File: src/rtl/control_sequencer_if.sv
// Connects the control sequencer to the datapath.
// Carries the instruction register and flags in, and the T-state and the 16 control lines out.
interface control_sequencer_if #(
  parameter int N = 8
);
  logic [N-1:0] irval;
  logic         cf;
  logic         zf;
  logic         prog;
  logic [2:0]   step;
  logic         hlt;
  logic         mi;
  logic         ri;
  logic         ro;
  logic         io;
  logic         ii;
  logic         ai;
  logic         ao;
  logic         eo;
  logic         su;
  logic         bi;
  logic         oi;
  logic         ce;
  logic         co;
  logic         j;
  logic         fi;

  modport master (
    input  irval, cf, zf, prog,
    output step,
    output hlt, mi, ri, ro, io, ii, ai, ao,
    output eo, su, bi, oi, ce, co, j, fi
  );

  modport slave (
    output irval, cf, zf, prog,
    input  step,
    input  hlt, mi, ri, ro, io, ii, ai, ao,
    input  eo, su, bi, oi, ce, co, j, fi
  );
endinterface

File: src/rtl/control_sequencer.sv
// Microcoded control unit for the 8-bit bus computer.
// A falling-edge T-state counter plus a combinational microcode decoder drives the 16 control lines.
module control_sequencer_chk (
  input logic       clk,
  input logic       clr_,
  input logic [4:0] drivers_i
);
  a_bus_exclusive: assert property (@(posedge clk) disable iff (!clr_) $onehot0(drivers_i));
endmodule

module control_sequencer #(
  parameter int N     = 8,
  parameter int STEPS = 5
) (
  input logic                 clk,
  input logic                 clr_,
  control_sequencer_if.master bus
);

  typedef enum logic [2:0] {
    T0 = 3'd0,
    T1 = 3'd1,
    T2 = 3'd2,
    T3 = 3'd3,
    T4 = 3'd4,
    T5 = 3'd5,
    T6 = 3'd6,
    T7 = 3'd7
  } tstate_e;

  typedef enum logic [3:0] {
    OP_NOP = 4'h0,
    OP_LDA = 4'h1,
    OP_ADD = 4'h2,
    OP_SUB = 4'h3,
    OP_STA = 4'h4,
    OP_LDI = 4'h5,
    OP_JMP = 4'h6,
    OP_JC  = 4'h7,
    OP_JZ  = 4'h8,
    OP_OUT = 4'hE,
    OP_HLT = 4'hF
  } opcode_e;

  // Control word bit order, MSB first: hlt mi ri ro io ii ai ao eo su bi oi ce co j fi
  localparam logic [15:0] C_HLT = 16'h8000;
  localparam logic [15:0] C_MI  = 16'h4000;
  localparam logic [15:0] C_RI  = 16'h2000;
  localparam logic [15:0] C_RO  = 16'h1000;
  localparam logic [15:0] C_IO  = 16'h0800;
  localparam logic [15:0] C_II  = 16'h0400;
  localparam logic [15:0] C_AI  = 16'h0200;
  localparam logic [15:0] C_AO  = 16'h0100;
  localparam logic [15:0] C_EO  = 16'h0080;
  localparam logic [15:0] C_SU  = 16'h0040;
  localparam logic [15:0] C_BI  = 16'h0020;
  localparam logic [15:0] C_OI  = 16'h0010;
  localparam logic [15:0] C_CE  = 16'h0008;
  localparam logic [15:0] C_CO  = 16'h0004;
  localparam logic [15:0] C_J   = 16'h0002;
  localparam logic [15:0] C_FI  = 16'h0001;
  localparam logic [15:0] C_NONE = 16'h0000;

  localparam logic [2:0] LAST_STEP = 3'(STEPS - 1);

  tstate_e     step_q;
  tstate_e     step_d;
  logic        run_q;
  logic [3:0]  opcode_s;
  logic        halt_s;
  logic [15:0] ucode_s;
  logic [15:0] ctrl_s;
  logic        unused_operand_s;

  assign opcode_s         = bus.irval[N-1 -: 4];
  assign unused_operand_s = ^bus.irval[N-5:0];
  assign halt_s           = (step_q == T2) && (opcode_s == OP_HLT);

  // Reset release synchroniser: the counter is allowed to move one falling edge after clr_ rises
  always_ff @(negedge clk or negedge clr_) begin
    if (!clr_) begin
      run_q <= 1'b0;
    end else begin
      run_q <= 1'b1;
    end
  end

  // T-state register
  always_ff @(negedge clk or negedge clr_) begin
    if (!clr_) begin
      step_q <= T0;
    end else begin
      step_q <= step_d;
    end
  end

  // Next T-state; halt is only left through clr_, so it outranks manual program mode
  always_comb begin
    step_d = step_q;
    if (!run_q) begin
      step_d = T0;
    end else if (halt_s) begin
      step_d = step_q;
    end else if (!bus.prog) begin
      step_d = T0;
    end else if (step_q == LAST_STEP) begin
      step_d = T0;
    end else begin
      step_d = tstate_e'(step_q + 3'd1);
    end
  end

  // Microcode ROM: fetch on T0/T1, opcode-specific execute on T2..T4, zero elsewhere
  always_comb begin
    ucode_s = C_NONE;
    case (step_q)
      T0: ucode_s = C_CO | C_MI;
      T1: ucode_s = C_RO | C_II | C_CE;
      T2: begin
        case (opcode_s)
          OP_LDA, OP_ADD, OP_SUB, OP_STA: ucode_s = C_IO | C_MI;
          OP_LDI: ucode_s = C_IO | C_AI;
          OP_JMP: ucode_s = C_IO | C_J;
          OP_JC: begin
            if (bus.cf) begin
              ucode_s = C_IO | C_J;
            end else begin
              ucode_s = C_NONE;
            end
          end
          OP_JZ: begin
            if (bus.zf) begin
              ucode_s = C_IO | C_J;
            end else begin
              ucode_s = C_NONE;
            end
          end
          OP_OUT:  ucode_s = C_AO | C_OI;
          OP_HLT:  ucode_s = C_HLT;
          default: ucode_s = C_NONE;
        endcase
      end
      T3: begin
        case (opcode_s)
          OP_LDA:         ucode_s = C_RO | C_AI;
          OP_ADD, OP_SUB: ucode_s = C_RO | C_BI;
          OP_STA:         ucode_s = C_AO | C_RI;
          default:        ucode_s = C_NONE;
        endcase
      end
      T4: begin
        case (opcode_s)
          OP_ADD:  ucode_s = C_EO | C_AI | C_FI;
          OP_SUB:  ucode_s = C_EO | C_AI | C_SU | C_FI;
          default: ucode_s = C_NONE;
        endcase
      end
      default: ucode_s = C_NONE;
    endcase
  end

  assign ctrl_s   = bus.prog ? ucode_s : C_NONE;
  assign bus.step = bus.prog ? step_q : T0;

  assign bus.hlt = ctrl_s[15];
  assign bus.mi  = ctrl_s[14];
  assign bus.ri  = ctrl_s[13];
  assign bus.ro  = ctrl_s[12];
  assign bus.io  = ctrl_s[11];
  assign bus.ii  = ctrl_s[10];
  assign bus.ai  = ctrl_s[9];
  assign bus.ao  = ctrl_s[8];
  assign bus.eo  = ctrl_s[7];
  assign bus.su  = ctrl_s[6];
  assign bus.bi  = ctrl_s[5];
  assign bus.oi  = ctrl_s[4];
  assign bus.ce  = ctrl_s[3];
  assign bus.co  = ctrl_s[2];
  assign bus.j   = ctrl_s[1];
  assign bus.fi  = ctrl_s[0];

  control_sequencer_chk u_chk (
    .clk       (clk),
    .clr_      (clr_),
    .drivers_i ({bus.ro, bus.io, bus.ao, bus.eo, bus.co})
  );

endmodule

File: src/flat_wrapper.sv
// flat-port wrapper written by rule: the top's interface ports become plain ports
module control_sequencer_flat 
#(
  parameter int N     = 8,
  parameter int STEPS = 5
)
  (clk, clr_, bus_irval, bus_cf, bus_zf, bus_prog, bus_step, bus_hlt, bus_mi, bus_ri, bus_ro, bus_io, bus_ii, bus_ai, bus_ao, bus_eo, bus_su, bus_bi, bus_oi, bus_ce, bus_co, bus_j, bus_fi);
  control_sequencer_if #(.N(N)) bus_i ();
  input logic clk;
  input logic clr_;
  input wire logic [$bits(bus_i.irval)-1:0] bus_irval;
  input wire logic [$bits(bus_i.cf)-1:0] bus_cf;
  input wire logic [$bits(bus_i.zf)-1:0] bus_zf;
  input wire logic [$bits(bus_i.prog)-1:0] bus_prog;
  output wire logic [$bits(bus_i.step)-1:0] bus_step;
  output wire logic [$bits(bus_i.hlt)-1:0] bus_hlt;
  output wire logic [$bits(bus_i.mi)-1:0] bus_mi;
  output wire logic [$bits(bus_i.ri)-1:0] bus_ri;
  output wire logic [$bits(bus_i.ro)-1:0] bus_ro;
  output wire logic [$bits(bus_i.io)-1:0] bus_io;
  output wire logic [$bits(bus_i.ii)-1:0] bus_ii;
  output wire logic [$bits(bus_i.ai)-1:0] bus_ai;
  output wire logic [$bits(bus_i.ao)-1:0] bus_ao;
  output wire logic [$bits(bus_i.eo)-1:0] bus_eo;
  output wire logic [$bits(bus_i.su)-1:0] bus_su;
  output wire logic [$bits(bus_i.bi)-1:0] bus_bi;
  output wire logic [$bits(bus_i.oi)-1:0] bus_oi;
  output wire logic [$bits(bus_i.ce)-1:0] bus_ce;
  output wire logic [$bits(bus_i.co)-1:0] bus_co;
  output wire logic [$bits(bus_i.j)-1:0] bus_j;
  output wire logic [$bits(bus_i.fi)-1:0] bus_fi;
  assign bus_i.irval = bus_irval;
  assign bus_i.cf = bus_cf;
  assign bus_i.zf = bus_zf;
  assign bus_i.prog = bus_prog;
  assign bus_step = bus_i.step;
  assign bus_hlt = bus_i.hlt;
  assign bus_mi = bus_i.mi;
  assign bus_ri = bus_i.ri;
  assign bus_ro = bus_i.ro;
  assign bus_io = bus_i.io;
  assign bus_ii = bus_i.ii;
  assign bus_ai = bus_i.ai;
  assign bus_ao = bus_i.ao;
  assign bus_eo = bus_i.eo;
  assign bus_su = bus_i.su;
  assign bus_bi = bus_i.bi;
  assign bus_oi = bus_i.oi;
  assign bus_ce = bus_i.ce;
  assign bus_co = bus_i.co;
  assign bus_j = bus_i.j;
  assign bus_fi = bus_i.fi;
  control_sequencer #(.N(N), .STEPS(STEPS)) u_core (.clk(clk), .clr_(clr_), .bus(bus_i));
endmodule
File: config.mk
export PLATFORM = sky130hd
export DESIGN_NAME = control_sequencer_flat
export DESIGN_NICKNAME = d
export VERILOG_FILES = /design/src/rtl/control_sequencer_if.sv /design/src/rtl/control_sequencer.sv /design/src/flat_wrapper.sv
export SDC_FILE = /design/constraint.sdc
export NUM_CORES = 1
export LEC_CHECK = 0
export CAP_MARGIN = 10
export CELL_PAD_IN_SITES_DETAIL_PLACEMENT = 1
export CELL_PAD_IN_SITES_GLOBAL_PLACEMENT = 2
export CORE_ASPECT_RATIO = 1.1
export CORE_UTILIZATION = 21
export DETAILED_ROUTE_END_ITERATION = 12
export PLACE_DENSITY_LB_ADDON = 0.1
export SYNTH_ARGS = -nofsm -noshare
export SYNTH_HDL_FRONTEND = slang
export SYNTH_SLANG_ARGS = --single-unit
File: constraint.sdc
create_clock -name clk -period 2.8 [get_ports clk]
set_input_delay 0.28 -clock clk [delete_from_list [all_inputs] [get_ports clk]]
set_output_delay 0.28 -clock clk [all_outputs]
set_load 0.01 [all_outputs]
==> results of run 1 <==
[Yosys cell counts (2+ instances only)]
master	instances	area, um2
nand2_1	7	26.28
nor3_1	6	30.03
and2_1	5	31.28
ha_1	5	62.56
inv_1	5	18.77
nor2_1	5	18.77
buf_4	4	30.03
dfrtn_1	4	100.1
a21oi_1	3	15.01
nand3_1	3	15.01
a41oi_1	2	17.52
nand4b_1	2	17.52
nor3b_1	2	15.01
o2111ai_1	2	17.52
[per-layer routing]
| layer | vias up | part of all wire | global-route usage |
|---|---|---|---|
| met4 | 0 | 0.012 | 0.06564 |
| met2 | 21 | 0.55 | 0.3321 |
| met5 | - | 0 | 0 |
| met1 | 361 | 0.41 | 0.2085 |
| li1 | 372 | - | - |
| met3 | 4 | 0.030 | 0.005420 |
[path summary, 6_finish.rpt]
check                                              from                      endpoint  slack [ns]
setup reg to reg           u_core.step_q[1]$_DFFE_NN0P_  u_core.step_q[0]$_DFFE_NN0P_        1.23
min in group asynchronous                          clr_        u_core.run_q$_DFF_NN0_        1.52
setup / recovery           u_core.step_q[0]$_DFFE_NN0P_                        bus_eo       -0.73
hold / removal                   u_core.run_q$_DFF_NN0_  u_core.step_q[1]$_DFFE_NN0P_        0.60
max in group asynchronous                          clr_  u_core.step_q[1]$_DFFE_NN0P_        1.08
hold reg to reg                  u_core.run_q$_DFF_NN0_  u_core.step_q[1]$_DFFE_NN0P_        0.60
[cell type report]
cell class | count | area [um2]
Fill cell | 310 | 1373
Multi-Input combinational cell | 60 | 549.3
Timing Repair Buffer | 53 | 434.2
Sequential cell | 4 | 100.1
Tap cell | 31 | 38.79
Inverter | 5 | 26.28
Clock buffer | 3 | 22.52
[registers in the layout (all words and copies together), names as in the netlist]
name           flops
u_core.run_q       1
u_core.step_q      3
[report_power, final]
group / total [mW] / leakage, nW / switching, mW / internal (mW)
Sequential: 0.0626 / 0.0525 / 0.00185 / 0.0607
Clock: 0.0695 / 0.0138 / 0.0217 / 0.0478
Combinational: 0.110 / 0.430 / 0.0513 / 0.0583
Total: 0.242 / 0.496 / 0.0749 / 0.167
[logic make-up after synthesis]
family,after synthesis
other,1
muxes,1
adders and majority gates,5
buffers and inverters,10
and+or+nand+nor,39
DFF,4
AOI/OAI and AO/OA,14
[per-stage QoR]
| stage | std cells | setup slack, ns | setup TNS (ns) | total power [mW] | utilization |
|---|---|---|---|---|---|
| 2_1_floorplan | 74 | -0.3526 | -1.934 | 0.1059 | - |
| 3_3_place_gp | 145 | -0.8044 | -10.10 | 0.1537 | 0.4152 |
| 3_5_place_dp | 145 | -0.8215 | -10.59 | 0.1551 | 0.4152 |
| 4_1_cts | 155 | -0.6952 | -7.945 | 0.2433 | 0.4486 |
| 5_1_grt | 156 | -0.7925 | -9.548 | 0.2581 | 0.4604 |
| 6_report | 156 | -0.7295 | -8.228 | 0.2417 | 0.4604 |
[what timing repair did]
| item | 4_1_cts | 5_1_grt |
|---|---|---|
| pin swaps | 8 | 1 |
| buffers inserted | 7 | 2 |
| gates resized for setup | 91 | 4 |
| setup endpoints to repair | 19 | 19 |
| hold buffers | 0 | 0 |
| cloned | 0 | 0 |
[worst reg2reg max path, cell delays in order, from the launching register on]
cell and delay [ns]:
dfrtn_1 0.45, buf_4 0.14, ha_4 0.15, buf_4 0.14
nand4b_1 0.16, o2111ai_1 0.28, o21bai_1 0.10
==> key figures, run 1 <==
Run status
  – Run status: complete, but fails checks
  – Failing checks: setup timing

Job
  – Max-cap violations: 0

Drt
  – Routed Antenna Nets: 0
  – DRC errors left: 0
  – Routed vias: 758
  – Routed Wire Length: 2.270 mm
  – Iteration-0 DRC Markers: 6
  – TritonRoute pass-1 iters: 3
  – Via/cell ratio: 4.859
  – Wirelength per Cell: 14.55 um

Cells and area
  – Commonest non-fill, non-tap cell in the layout: buf_4
  – Final #Nets: 145
  – Most frequent cells in the layout: 21 x buf_4, 13 x buf_2, 9 x clkdlybuf4s50_1
  – Cell area after layout: 0.001171 mm2
  – Ratio of cells with drive above 1 in the final layout: 0.5760
  – Final antenna diode count: 0
  – Area grow syn2layout: 104.4%

Critical path
  – Worst R2R Path Depth: 6
  – Crit path arrival time: 3.25 ns
  – Max FO, Critical Path: 4
  – Cell Chain, Critical Path: buf_6, inv_4, ha_4, o21ba_4, o31ai_4, buf_4, nor2_2, buf_2
  – Buf+Inv Stages, Crit Path: 4
  – CP max-delay cell: dfrtn_1
  – Crit start category: register
  – Largest delay share family, worst path: compound AO/OA/AOI/OAI gates
  – Crit path depth: 8
  – Worst Setup End Kind: output port
  – Max incr delay on CP: 0.42 ns
  – CP required: 2.52 ns
  – Critical path class: reg2out

Yosys
  – Compound-gate portion of the synthesized area: 0.2096
  – Synth Instances: 74
  – Avg Inst Size Synth: 7.744 um2
  – Post-synth EDFFs: 0
  – Mux contribution to synthesized area: 0.01747
  – YS warnings: 0
  – Cell variety after synth: 33
  – Post-synthesis simple-gate area fraction: 0.3908
  – Adder-cell area share of the yosys netlist: 0.1092
  – Sequential-to-total area share from yosys stat: 0.1747
  – Synth Register Bits: 4
  – Main combinational cell family by area after synthesis: simple AND/OR/NAND/NOR gates
  – Cell area after synthesis: 573.1 um2
  – Synth Area in XOR/XNOR: 0
  – Syn_nets: 92
  – Ys flop type: dfrtn_1
  – Ys async rst share: 1.000

Clock network
  – CTS tree: built
  – Clock tree buffer depth: 2
  – Clock buffer count from CTS: 3
  – Clock root cell: clkbuf_4
  – Clock Latency Late Sink: 0.25 ns
  – H-tree Lvls: 1
  – Reg clk slew, reported paths: 0.03 ns
  – Clk sinks: 4

Timing
  – Fin Clk Skew: 0.002565 ns
  – PnR worst setup slack: -0.7295 ns
  – Final setup fails: 16
  – Worst hold slack: 0.5956 ns
  – RSZ-0062 raised after global routing: yes
  – Final slew viol count: 0
  – Final hold vios: 0

Min path
  – Worst hold path depth: 2
  – HP Class: reg2reg

Floorplanning
  – Core footprint: 0.002544 mm2
  – Die X: 51.81 um
  – Die Y: 56.79 um
  – Initial Util: 0.2253
  – Die footprint: 0.002942 mm2
  – Site Rows: 19
  – IO Count: 32

Placed design
  – Placer congestion estimate: 0.7548
  – Placed instance area: 0.001056 mm2
  – Post-DP HPWL: 1.674 mm
  – I/O Buffers: 27

GRT
  – First-pass GRT wire length: 3.967 mm
  – Gr usage total: 0.1782
  – Largest net degree at the start of global routing: 13
  – Antenna violations before repair: 0
  – Vias in the first global route: 845
  – GRT overflow: 0

Power
  – Max VDD drop: 0.0002146 V
  – Leakage: 0.4958 nW
  – PD cells: 206.4 mW/mm2
Power figures use the tool's default switching activity.
==> run 2: changes to the inputs <==
- REMOVE_ABC_BUFFERS: unset -> 1
==> key figures, run 2 (synthesized netlist as in run 1, its figures left out) <==
Clock network
  – H-tree Lvls: 1
  – CTS tree: built
  – Clock Latency Late Sink: 0.25 ns
  – Clock buffer count from CTS: 3
  – Reg clk slew, reported paths: 0.03 ns
  – Clock root cell: clkbuf_4
  – Clk sinks: 4
  – Cts hold-fix bufs: 0
  – Clock tree buffer depth: 2

Cells and area
  – Commonest non-fill, non-tap cell in the layout: buf_4
  – Ratio of cells with drive above 1 in the final layout: 0.5781
  – Final #Nets: 148
  – Top flop regs: u_core.step_q (3), u_core.run_q (1)
  – Most frequent cells in the layout: 18 x buf_4, 15 x buf_2, 15 x buf_6
  – Max reg flops: 3
  – Layout fillers: 319
  – Final antenna diode count: 0
  – Area grow syn2layout: 104.8%
  – Biggest register: u_core.step_q

Placed design
  – Post-DP HPWL: 1.701 mm
  – I/O Buffers: 27
  – Pre-CTS setup slack: -0.8704 ns
  – Placer congestion estimate: 0.6779

Drt
  – Routed Wire Length: 2.269 mm
  – Routed Antenna Nets: 0
  – Via/cell ratio: 4.711
  – DRC errors left: 0
  – Iteration-0 DRC Markers: 7
  – Routed vias: 749
  – Wirelength per Cell: 14.27 um
  – TritonRoute pass-1 iters: 4

Floorplanning
  – Site Rows: 19
  – IO Count: 32
  – Die X: 51.81 um
  – Core footprint: 0.002544 mm2
  – Initial Util: 0.2253
  – Die Y: 56.79 um
  – Die footprint: 0.002942 mm2

Critical path
  – Crit path arrival time: 3.22 ns
  – CP required: 2.52 ns
  – Buf+Inv Stages, Crit Path: 5
  – Reg2reg end: u_core.step_q[0]$_DFFE_NN0P_
  – Crit start category: register
  – Cell Chain, Critical Path: buf_6, inv_4, ha_4, o21ba_4, o31ai_4, buf_6, buf_6, a21oi_2, buf_2
  – Reg2reg start: u_core.step_q[1]$_DFFE_NN0P_
  – Largest delay share family, worst path: buffers and inverters
  – Max incr delay on CP: 0.46 ns
  – Worst R2R Path Depth: 7
  – Max FO, Critical Path: 4
  – Worst Setup End Kind: output port
  – Critical path class: reg2out
  – Most used cell, CP: buf_6
  – Worst R2R Setup Slack: 1.11 ns
  – CP max-delay cell: dfrtn_1

GRT
  – Gr usage total: 0.1661
  – Largest net degree at the start of global routing: 13
  – Antenna violations before repair: 0
  – First-pass GRT wire length: 3.636 mm
  – Vias in the first global route: 780
  – GRT overflow: 0

Timing
  – Setup TNS: -7.729 ns
  – PnR worst setup slack: -0.7030 ns
  – Final hold vios: 0
  – Final setup fails: 17
  – Fin Clk Skew: 0.002220 ns
  – Final slew viol count: 0
  – RSZ-0062 raised after global routing: yes

Power
  – Clock Power Share: 0.283
  – Sequential share of power: 0.256
  – Leakage: 0.5077 nW
  – Sw frac: 0.3005
  – PD cells: 208.8 mW/mm2
  – Sw power: 0.07363 mW
  – Internal: 0.1714 mW
  – Max VDD drop: 0.0002183 V
  – Power share of the combinational group: 0.460

Run status
  – Failing checks: setup timing
  – Run status: complete, but fails checks

Min path
  – Worst hold path depth: 2
  – Hold Path Origin: u_core.run_q$_DFF_NN0_
  – HP Class: reg2reg
  – Worst Hold End: u_core.step_q[1]$_DFFE_NN0P_

Job
  – Max-cap violations: 0
==> run 2: per-stage QoR <==
step,hold slack [ns],total power [mW],instance area (um2),utilization,std cells
final,0.5999,0.2450,1174,0.4614,159
after global routing,0.6256,0.2595,1174,0.4614,159
after CTS,0.6079,0.2421,1125,0.4422,157
after detailed placement,0.5649,0.1503,1006,0.3955,148
after global placement,0.5512,0.1497,1006,0.3955,148
after floorplan,0.4207,0.09200,539.3,-,69
==> run 2: what timing repair did <==
item	in CTS	in global routing
endpoints found under the setup margin	19	18
setup buffers	6	2
pin swaps	8	4
endpoints found under the hold margin	0	0
resized for setup	106	10
==> run 2: power by group through the flow <==
stage / clock, mW / combinational (mW) / sequential (mW)
after floorplan: 0 / 0.0290 / 0.0631
after global placement: 0 / 0.0866 / 0.0631
after detailed placement: 0 / 0.0869 / 0.0634
after CTS: 0.0757 / 0.104 / 0.0626
after global routing: 0.0746 / 0.122 / 0.0630
final: 0.0694 / 0.113 / 0.0628
==> run 2: tightest hold or removal path: cells and delay by family, from the launching register on <==
family | cells | cell delay (ns)
DFF | 1 | 0.36
and+or+nand+nor | 1 | 0.08
muxes | 1 | 0.07
==> run 2: metal layers <==
layer	part of all wire	track usage	wire (um)	vias up
li1	-	-	-	375
met5	0	0	0	-
met2	0.59	0.3228	1342	16
met1	0.38	0.1772	858	358
met4	0	0.05792	0	0
met3	0.030	0.01626	67	0
==> run 2: worst max path at each step <==
stage | startpoint | end | slack (ns) | cells past startpoint
2_1_floorplan | u_core.step_q[0]$_DFFE_NN0P_ | bus_eo | -0.37 | 5
3_3_place_gp | u_core.step_q[0]$_DFFE_NN0P_ | bus_ro | -0.84 | 5
3_5_place_dp | u_core.step_q[0]$_DFFE_NN0P_ | bus_ro | -0.87 | 5
4_1_cts | u_core.step_q[1]$_DFFE_NN0P_ | bus_ai | -0.74 | 9
5_1_grt | u_core.step_q[1]$_DFFE_NN0P_ | bus_ai | -0.77 | 9
6_report | u_core.step_q[1]$_DFFE_NN0P_ | bus_ai | -0.70 | 9
==> run 2: area by class of cell <==
cell class / count / area (um2) / share of cell area
tap: 31 / 38.79 / 0.03305
clock buffer: 3 / 22.52 / 0.01919
multi-input combinational: 60 / 531.8 / 0.4531
inverter: 5 / 21.27 / 0.01812
sequential: 4 / 100.1 / 0.08529
timing repair buffer: 56 / 459.2 / 0.3913
